<file path="src/rtl/serializer_10b_pkg.sv">
// Shared constants, state encoding and bit-select helper for the 10b serializer.
package serializer_10b_pkg;

  localparam int SYM_W      = 10;
  localparam int FIFO_DEPTH = 2;
  localparam int CNT_W      = 4;

  localparam logic [CNT_W-1:0] CNT_LAST = 4'd9;

  typedef logic [SYM_W-1:0] sym_t;

  typedef enum logic {
    ST_IDLE  = 1'b0,
    ST_SHIFT = 1'b1
  } state_t;

  // Serial bit for position idx of a symbol, honoring transmit order.
  function automatic logic sym_bit(sym_t s, logic [CNT_W-1:0] idx, bit lsb_first);
    logic [CNT_W-1:0] pos;
    pos = lsb_first ? idx : (CNT_LAST - idx);
    return s[pos];
  endfunction

endpackage

</file>
<file path="src/rtl/sym_fifo2.sv">
// Two-entry symbol FIFO with registered ready; entry 0 is always the head.
module sym_fifo2
  import serializer_10b_pkg::*;
(
  input  logic clk,
  input  logic rst,
  input  logic push,
  input  sym_t push_data,
  input  logic pop,
  output sym_t head,
  output logic empty,
  output logic ready
);

  localparam logic [1:0] DEPTH_Q = 2'(FIFO_DEPTH);

  sym_t       mem [FIFO_DEPTH];
  logic [1:0] occ, occ_nxt, wr_pos;
  logic       do_push, do_pop;

  assign do_push = push & ready;
  assign do_pop  = pop & ~empty;
  assign empty   = (occ == 2'd0);
  assign head    = mem[0];

  always_comb begin
    occ_nxt = occ + {1'b0, do_push} - {1'b0, do_pop};
    wr_pos  = occ - {1'b0, do_pop};
  end

  always_ff @(posedge clk) begin
    if (!rst) begin
      occ   <= 2'd0;
      ready <= 1'b0;
      for (int i = 0; i < FIFO_DEPTH; i++) mem[i] <= '0;
    end else begin
      occ   <= occ_nxt;
      ready <= (occ_nxt < DEPTH_Q);
      if (do_pop) mem[0] <= mem[1];
      // A write landing on slot 0 during a pop must override the shift.
      if (do_push) mem[wr_pos[0]] <= push_data;
    end
  end

endmodule

</file>
<file path="src/rtl/serializer_10b.sv">
// 10b symbol serializer: 2-deep input FIFO feeding a shifter, one bit per clk.
module serializer_10b
  import serializer_10b_pkg::*;
#(
  parameter bit LSB_FIRST = 1'b1
) (
  input  logic             clk,
  input  logic             rst,
  input  logic [SYM_W-1:0] sym_in,
  input  logic             sym_valid,
  output logic             sym_ready,
  input  logic             clr_underrun,
  output logic             ser_out,
  output logic             ser_frame,
  output logic             busy,
  output logic             underrun
);

  state_t           state, state_nxt;
  logic [CNT_W-1:0] cnt, cnt_nxt;
  sym_t             shreg, shreg_nxt;
  sym_t             head;
  logic             empty, push, pop, load, set_ur;
  logic             ser_out_nxt, frame_nxt, underrun_nxt;

  assign push = sym_valid & sym_ready;

  sym_fifo2 u_fifo (
    .clk       (clk),
    .rst       (rst),
    .push      (push),
    .push_data (sym_in),
    .pop       (pop),
    .head      (head),
    .empty     (empty),
    .ready     (sym_ready)
  );

  // A new symbol starts from IDLE or directly after the last bit, never mid-symbol.
  assign load = ~empty & ((state == ST_IDLE) | (cnt == CNT_LAST));
  assign busy = (state == ST_SHIFT);

  always_comb begin
    state_nxt   = state;
    cnt_nxt     = cnt;
    shreg_nxt   = shreg;
    ser_out_nxt = 1'b0;
    frame_nxt   = 1'b0;
    pop         = 1'b0;
    set_ur      = 1'b0;
    if (load) begin
      pop         = 1'b1;
      state_nxt   = ST_SHIFT;
      shreg_nxt   = head;
      cnt_nxt     = '0;
      ser_out_nxt = sym_bit(head, '0, LSB_FIRST);
      frame_nxt   = 1'b1;
    end else if (state == ST_SHIFT) begin
      if (cnt == CNT_LAST) begin
        state_nxt = ST_IDLE;
        cnt_nxt   = '0;
        set_ur    = 1'b1;
      end else begin
        cnt_nxt     = cnt + 4'd1;
        ser_out_nxt = sym_bit(shreg, cnt + 4'd1, LSB_FIRST);
      end
    end
    underrun_nxt = set_ur | (underrun & ~clr_underrun);
  end

  always_ff @(posedge clk) begin
    if (!rst) begin
      state     <= ST_IDLE;
      cnt       <= '0;
      shreg     <= '0;
      ser_out   <= 1'b0;
      ser_frame <= 1'b0;
      underrun  <= 1'b0;
    end else begin
      state     <= state_nxt;
      cnt       <= cnt_nxt;
      shreg     <= shreg_nxt;
      ser_out   <= ser_out_nxt;
      ser_frame <= frame_nxt;
      underrun  <= underrun_nxt;
    end
  end

endmodule
</file>
<file path="config.mk">
export PLATFORM = sky130hd
export DESIGN_NAME = serializer_10b
export DESIGN_NICKNAME = d
export VERILOG_FILES = /design/src/rtl/serializer_10b_pkg.sv /design/src/rtl/sym_fifo2.sv /design/src/rtl/serializer_10b.sv
export SDC_FILE = /design/constraint.sdc
export NUM_CORES = 1
export LEC_CHECK = 0
export ABC_CLOCK_PERIOD_IN_PS = 4200
export CORE_MARGIN = 3
export CORE_UTILIZATION = 35
export DETAILED_ROUTE_END_ITERATION = 7
export GPL_ROUTABILITY_DRIVEN = 0
export SLEW_MARGIN = 20
export SYNTH_ARGS = -nofsm -noshare
export SYNTH_HDL_FRONTEND = slang
export SYNTH_SLANG_ARGS = --single-unit
</file>
<file path="constraint.sdc">
create_clock -name clk -period 4.2 [get_ports clk]
set_clock_uncertainty 0.15 [all_clocks]
set_input_delay 0.84 -clock clk [delete_from_list [all_inputs] [get_ports clk]]
set_output_delay 0.84 -clock clk [all_outputs]
set_load 0.03 [all_outputs]
</file>
==> results.sh, run 1 <==
export IMPL_crit_family="compound AO/OA/AOI/OAI gates"
export IMPL_max_slew_margin_pct=62.44
export IMPL_arrival_ps=2930
export IMPL_clock_sinks=41
export IMPL_multiInputGateArea_sq_um=720.7
export IMPL_drv_cap=0
export IMPL_htree_levels=2
export IMPL_p_leak_uw=0.0008330
export IMPL_wl_per_cell_um=12.79
export IMPL_ys_ff_latch=41
export IMPL_mostFrequentLayoutCell="dfxtp_1"
export IMPL_yosys_most_used_dff="dfxtp_1"
export IMPL_n_antenna_cell=0
export IMPL_grt_pass1_vias=1051
export IMPL_cts_root_buf="clkbuf_8"
export IMPL_synth_area_top_cells="edfxtp_1 (34%), dfxtp_1 (23%), mux2i_1 (7.3%)"
export IMPL_synth_edff_count=20
export IMPL_die_h_um=77.53
export IMPL_min_period_ps=2928
export IMPL_die_w_um=77.53
export IMPL_hold_buffers=0
export IMPL_antenna_left=0
export IMPL_peakVddDrop_mv=0.2708
export IMPL_slowest_delay_ps=510
export IMPL_clock_path_buffers=2
export IMPL_cp_required_ps=4210
export IMPL_synth_fp_nets=157
export IMPL_antenna_found_initial=0
export IMPL_initial_core_util_pct=36.93
export IMPL_synth_top_area_share_pct=33.54
export IMPL_setup_tns_ps=0
export IMPL_yosysWarnings=0
export IMPL_seqCellArea_sq_mm=0.001021
export IMPL_firstDrtPassIters=4
export IMPL_drc_errors=0
export IMPL_grt_start_max_net_pins=22
export IMPL_gr_usage_met3_pct=3.480
export IMPL_grtUsageMet2_pct=17.10
export IMPL_path_buf_inv=2
export IMPL_status="completed"
export IMPL_ys_types=33
export IMPL_synth_area_sq_mm=0.001790
export IMPL_period_share_pct=69.73
export IMPL_setup_violations=0
export IMPL_wirelength_um=2930
export IMPL_synth_area_per_cell_sq_um=12.88
export IMPL_insertion_delay_ps=290
export IMPL_crit_type="reg -> reg"
export IMPL_fin_nets=179
export IMPL_use_met1_pct=13.88
export IMPL_num_rows=25
export IMPL_synth_async_sr_flop_share_pct=0
export IMPL_grt_ovfl_total=0
export IMPL_cts_clk_slew_worst_paths_ps=80
export IMPL_io_buffers=18
export IMPL_syn2layout_area_growth_pct=19.85
export IMPL_cpMostUsedCell="ha_1"
export IMPL_drive_gt1_share_pct=8.642
export IMPL_grt_usage_pct=10.95
export IMPL_synthCells=139
export IMPL_grt_pass1_wl_um=5050
export IMPL_critPathLaunchType="register"
export IMPL_core_area_sq_mm=0.004848
export IMPL_slew_violations=0
export IMPL_worstSetupEndpointType="register"
export IMPL_cts_setup_buffers=0
export IMPL_hold_viol_final=0
export IMPL_dpl_hpwl_um=2196
export IMPL_num_vias=1046
export IMPL_crit_fanout=13
export IMPL_busiest_layer="met2"
export IMPL_path_cells="ha_1 -> nand3b_4 -> a21oi_4 -> ha_1 -> inv_1 -> nor2_1 -> buf_4 -> and3b_1 -> a22o_1"
export IMPL_crit_slowest_cell="dfxtp_1"
export IMPL_ys_seq_area_share_pct=57.02
export IMPL_ios=19
export IMPL_hold_class="reg -> reg"
export IMPL_fmax_ghz=0.3415
export IMPL_drtIter0Drc=36
export IMPL_rsz0062_at_grt="no"
export IMPL_fillers=466
export IMPL_cts_tree="done"
export IMPL_tightest_slew_ps=561.7
export IMPL_die_area_sq_mm=0.006010
export IMPL_final_cell_mix="dfxtp_1 (21), edfxtp_1 (20), clkdlybuf4s50_1 (18), and2_1 (16), mux2i_1 (13)"
export IMPL_synth_top_area_cell="edfxtp_1"
export IMPL_postCtsResizedCells=0
export IMPL_viasPerCell=4.568
export IMPL_power_density_mw_per_mm2=592.2
export IMPL_numCtsBuffers=5
export IMPL_fin_util_pct=44.26
synthesized netlist by cell type, types with 2 or more instances:
cell and number:
a22o_1 10, and2_1 16, clkbuf_1 2, dfxtp_1 21
edfxtp_1 20, ha_1 4, inv_1 5, mux2i_1 13
nand2_1 5, nand3_1 3, nor2_1 7, nor2b_1 11
xnor2_1 2
per-layer routing:
metal  wire length (um)  share of wire [%]  vias to the layer above
met2               1397                 48                       21
met3                131                4.5                        5
met5                  0                  0                        -
met1               1349                 46                      481
li1                   -                  -                      539
met4                 51                1.7                        0
worst reg2reg max path: cells and delay by family, from the launching register on:
family                     cells  cell delay, ps
AOI/OAI and AO/OA              2             680
buffers and inverters          2             250
adders and majority gates      2             610
DFF                            1             510
and+or+nand+nor                3             600
through the flow:
stage | worst slack, ps | instances | total power [uW] | hold slack [ps] | instance area (sq um)
after floorplan | 1462 | 139 | 883.4 | 310.1 | 1790
after global placement | 1118 | 221 | 961.4 | 338.4 | 2039
after detailed placement | 1026 | 221 | 981.4 | 353.7 | 2039
after CTS | 1237 | 229 | 1288 | 375.4 | 2146
after global routing | 1039 | 229 | 1349 | 403.1 | 2146
final | 1272 | 229 | 1271 | 366.4 | 2146
cell type report:
class / instances / area share [%]
timing repair buffer: 20 / 9.096
sequential: 41 / 47.58
tap: 67 / 3.907
inverter: 5 / 0.8746
multi-input combinational: 88 / 33.59
clock inverter: 2 / 1.574
clock buffer: 6 / 3.382
flip-flops by register name, indices dropped and copies added, names as in the netlist:
signal / count
u_fifo.mem: 20
shreg: 10
cnt: 4
u_fifo.occ: 2
busy: 1
ser_frame: 1
ser_out: 1
u_fifo.ready: 1
underrun: 1
logic make-up (layout without fill, tap and decap cells):
logic type	count (synthesis)	count (layout)	share of synthesized area (%)
XOR/XNOR	4	4	3.005
multiplexers	16	16	10.62
buffers and inverters	10	33	2.726
flip-flops	41	41	57.02
adder cells (fa/ha/maj)	4	4	2.795
AO/OA/AOI/OAI	19	19	9.085
AND/OR/NAND/NOR	45	45	14.75
report_power, final:
| part | leakage (uW) | switching, uW | internal (uW) | total, uW |
|---|---|---|---|---|
| clock | 0.0000528 | 129 | 175 | 305 |
| sequential | 0.000382 | 52.2 | 531 | 583 |
| combinational | 0.000398 | 205 | 178 | 383 |
worst paths after layout:
path | from | depth (start not counted) | to | slack (ps)
worst max-delay path | cnt[0]$_SDFFE_PP0P_ | 9 | u_fifo.mem[0][7]$_DFFE_PP_ | 1270
worst min-delay path | u_fifo.mem[0][5]$_DFFE_PP_ | 2 | shreg[5]$_SDFFE_PN0P_ | 370
worst max register to register | cnt[0]$_SDFFE_PP0P_ | 9 | u_fifo.mem[0][7]$_DFFE_PP_ | 1270
worst min register to register | u_fifo.mem[0][5]$_DFFE_PP_ | 2 | shreg[5]$_SDFFE_PN0P_ | 370
No activity file was read; power rests on OpenSTA's default activity.
==> inputs of run 2 (changes only) <==
Settings changed: ABC_CLOCK_PERIOD_IN_PS 4200 to 3050.
Clock period 4.2 ns to 3.05 ns, I/O delays scaled along.
==> run 2 against run 1 <==
Sequential cell count is the same. Total power grew 31%. Sequential share of layout area is 0.20 points higher. Count of clock-buffer cells in the layout did not move. Global-route usage down 0.89 points. Core utilization decreased by 0.18 points. Worst hold slack improved by 1.7 ps. Highest routed layer unchanged.
==> results.sh, run 2 (same netlist as run 1, synthesis figures left out) <==
export IMPL_arrival_ps=2240
export IMPL_worstSetupEndpointType="register"
export IMPL_status="completed"
export IMPL_cpMostUsedCell="ha_1"
export IMPL_setup_violations=0
export IMPL_tightest_slew_ps=526.1
export IMPL_netSwitchingPower_uw=526.8
export IMPL_largest_register_ffs=20
export IMPL_slew_violations=0
export IMPL_period_share_pct=76.99
export IMPL_fmax_ghz=0.4259
export IMPL_final_cell_mix="dfxtp_1 (21), edfxtp_1 (20), clkdlybuf4s50_1 (18), and2_1 (16), mux2i_1 (13)"
export IMPL_power_density_mw_per_mm2=781.6
export IMPL_crit_slowest_cell="dfxtp_1"
export IMPL_slowest_delay_ps=490
export IMPL_core_area_sq_mm=0.004848
export IMPL_cts_clk_slew_worst_paths_ps=80
export IMPL_die_area_sq_mm=0.006010
export IMPL_clock_sinks=41
export IMPL_io_buffers=18
export IMPL_max_slew_margin_pct=64.79
export IMPL_antenna_left=0
export IMPL_ios=19
export IMPL_crit_type="reg -> reg"
export IMPL_grt_usage_pct=10.06
export IMPL_cts_root_buf="clkbuf_8"
export IMPL_reg_top3="u_fifo.mem: 20 flops, shreg: 10 flops, cnt: 4 flops"
export IMPL_fin_nets=181
export IMPL_clock_path_buffers=2
export IMPL_drv_cap=0
export IMPL_initial_core_util_pct=36.93
export IMPL_cts_setup_buffers=0
export IMPL_regMostFlops="u_fifo.mem"
export IMPL_peakVddDrop_mv=0.2779
export IMPL_insertion_delay_ps=290
export IMPL_wl_per_cell_um=12.47
export IMPL_fillers=460
export IMPL_n_antenna_cell=0
export IMPL_setup_tns_ps=0
export IMPL_numCtsBuffers=5
export IMPL_path_cells="ha_1 -> nand3b_4 -> a21oi_4 -> ha_1 -> inv_1 -> nor2_1 -> and3b_1 -> a22o_1"
export IMPL_num_vias=1048
export IMPL_drtIter0Drc=47
export IMPL_fin_util_pct=44.08
export IMPL_path_buf_inv=1
export IMPL_drive_gt1_share_pct=10.37
export IMPL_hold_buffers=0
export IMPL_grt_pass1_vias=957
export IMPL_hold_class="reg -> reg"
export IMPL_rsz0062_at_grt="no"
export IMPL_drc_errors=0
export IMPL_p_sw_share_pct=31.54
export IMPL_p_leak_uw=0.0008351
export IMPL_hold_viol_final=0
export IMPL_firstDrtPassIters=4
export IMPL_min_period_ps=2348
export IMPL_combinationalPowerShare_pct=31.6
export IMPL_antenna_found_initial=0
export IMPL_die_w_um=77.53
export IMPL_dpl_hpwl_um=2208
export IMPL_grt_pass1_wl_um=4636
export IMPL_grt_start_max_net_pins=21
export IMPL_crit_fanout=10
export IMPL_internal_power_uw=1144
export IMPL_syn2layout_area_growth_pct=19.36
export IMPL_p_clk_share_pct=20.2
export IMPL_wirelength_um=2880
export IMPL_mostFrequentLayoutCell="dfxtp_1"
export IMPL_cp_required_ps=2950
export IMPL_htree_levels=2
export IMPL_seq_power_share_pct=48.2
export IMPL_postCtsResizedCells=0
export IMPL_viasPerCell=4.537
export IMPL_cts_tree="done"
export IMPL_critPathLaunchType="register"
export IMPL_grt_ovfl_total=0
export IMPL_die_h_um=77.53
export IMPL_crit_family="simple AND/OR/NAND/NOR gates"
export IMPL_num_rows=25
run 2: layout make-up:
class | count | area (sq um) | share of cell area, %
sequential | 41 | 1021 | 47.78
multi-input combinational | 88 | 720.7 | 33.72
timing repair buffer | 22 | 210.2 | 9.836
tap | 67 | 83.83 | 3.923
clock buffer | 6 | 72.57 | 3.396
inverter | 5 | 18.77 | 0.8782
clock inverter | 2 | 10.01 | 0.4684
run 2: metrics by stage:
stage,cell area (sq um),setup slack [ps],hold WS [ps],total power [uW],cells
final,2137,701.9,368.1,1670,231
after global placement,2054,762.3,342.4,1335,223
after global routing,2137,486.3,398.5,1775,231
after detailed placement,2054,695.6,352.9,1353,223
after CTS,2137,686.7,371.7,1688,231
after floorplan,1790,312.2,310.1,1217,139
run 2: worst paths after layout:
path / startpoint / to / slack, ps / cells past startpoint
max reg2reg: cnt[0]$_SDFFE_PP0P_ / u_fifo.mem[0][0]$_DFFE_PP_ / 700 / 8
min reg2reg: u_fifo.mem[0][6]$_DFFE_PP_ / shreg[6]$_SDFFE_PN0P_ / 370 / 2
max: cnt[0]$_SDFFE_PP0P_ / u_fifo.mem[0][0]$_DFFE_PP_ / 700 / 8
min: u_fifo.mem[0][6]$_DFFE_PP_ / shreg[6]$_SDFFE_PN0P_ / 370 / 2
run 2: power groups by stage:
stage               logic [uW]  registers (uW)  clock network [uW]
finish                     528             805                 338
global route               580             821                 374
CTS                        534             807                 347
detailed placement         533             820                   0
global placement           521             814                   0
floorplan                  390             827                   0
run 2: worst min-delay path: cells and delay by family, from the launching register on:
family	cells	cell delay, ps
DFF	1	330
and+or+nand+nor	1	90
muxes	1	60
run 2: layer usage:
layer | wire length [um] | global-route usage, % | vias up
met3 | 146 | 4.524 | 5
met1 | 1373 | 12.83 | 479
met4 | 29 | 3.203 | 0
met2 | 1331 | 15.20 | 20
li1 | - | - | 544
met5 | 0 | 0 | -
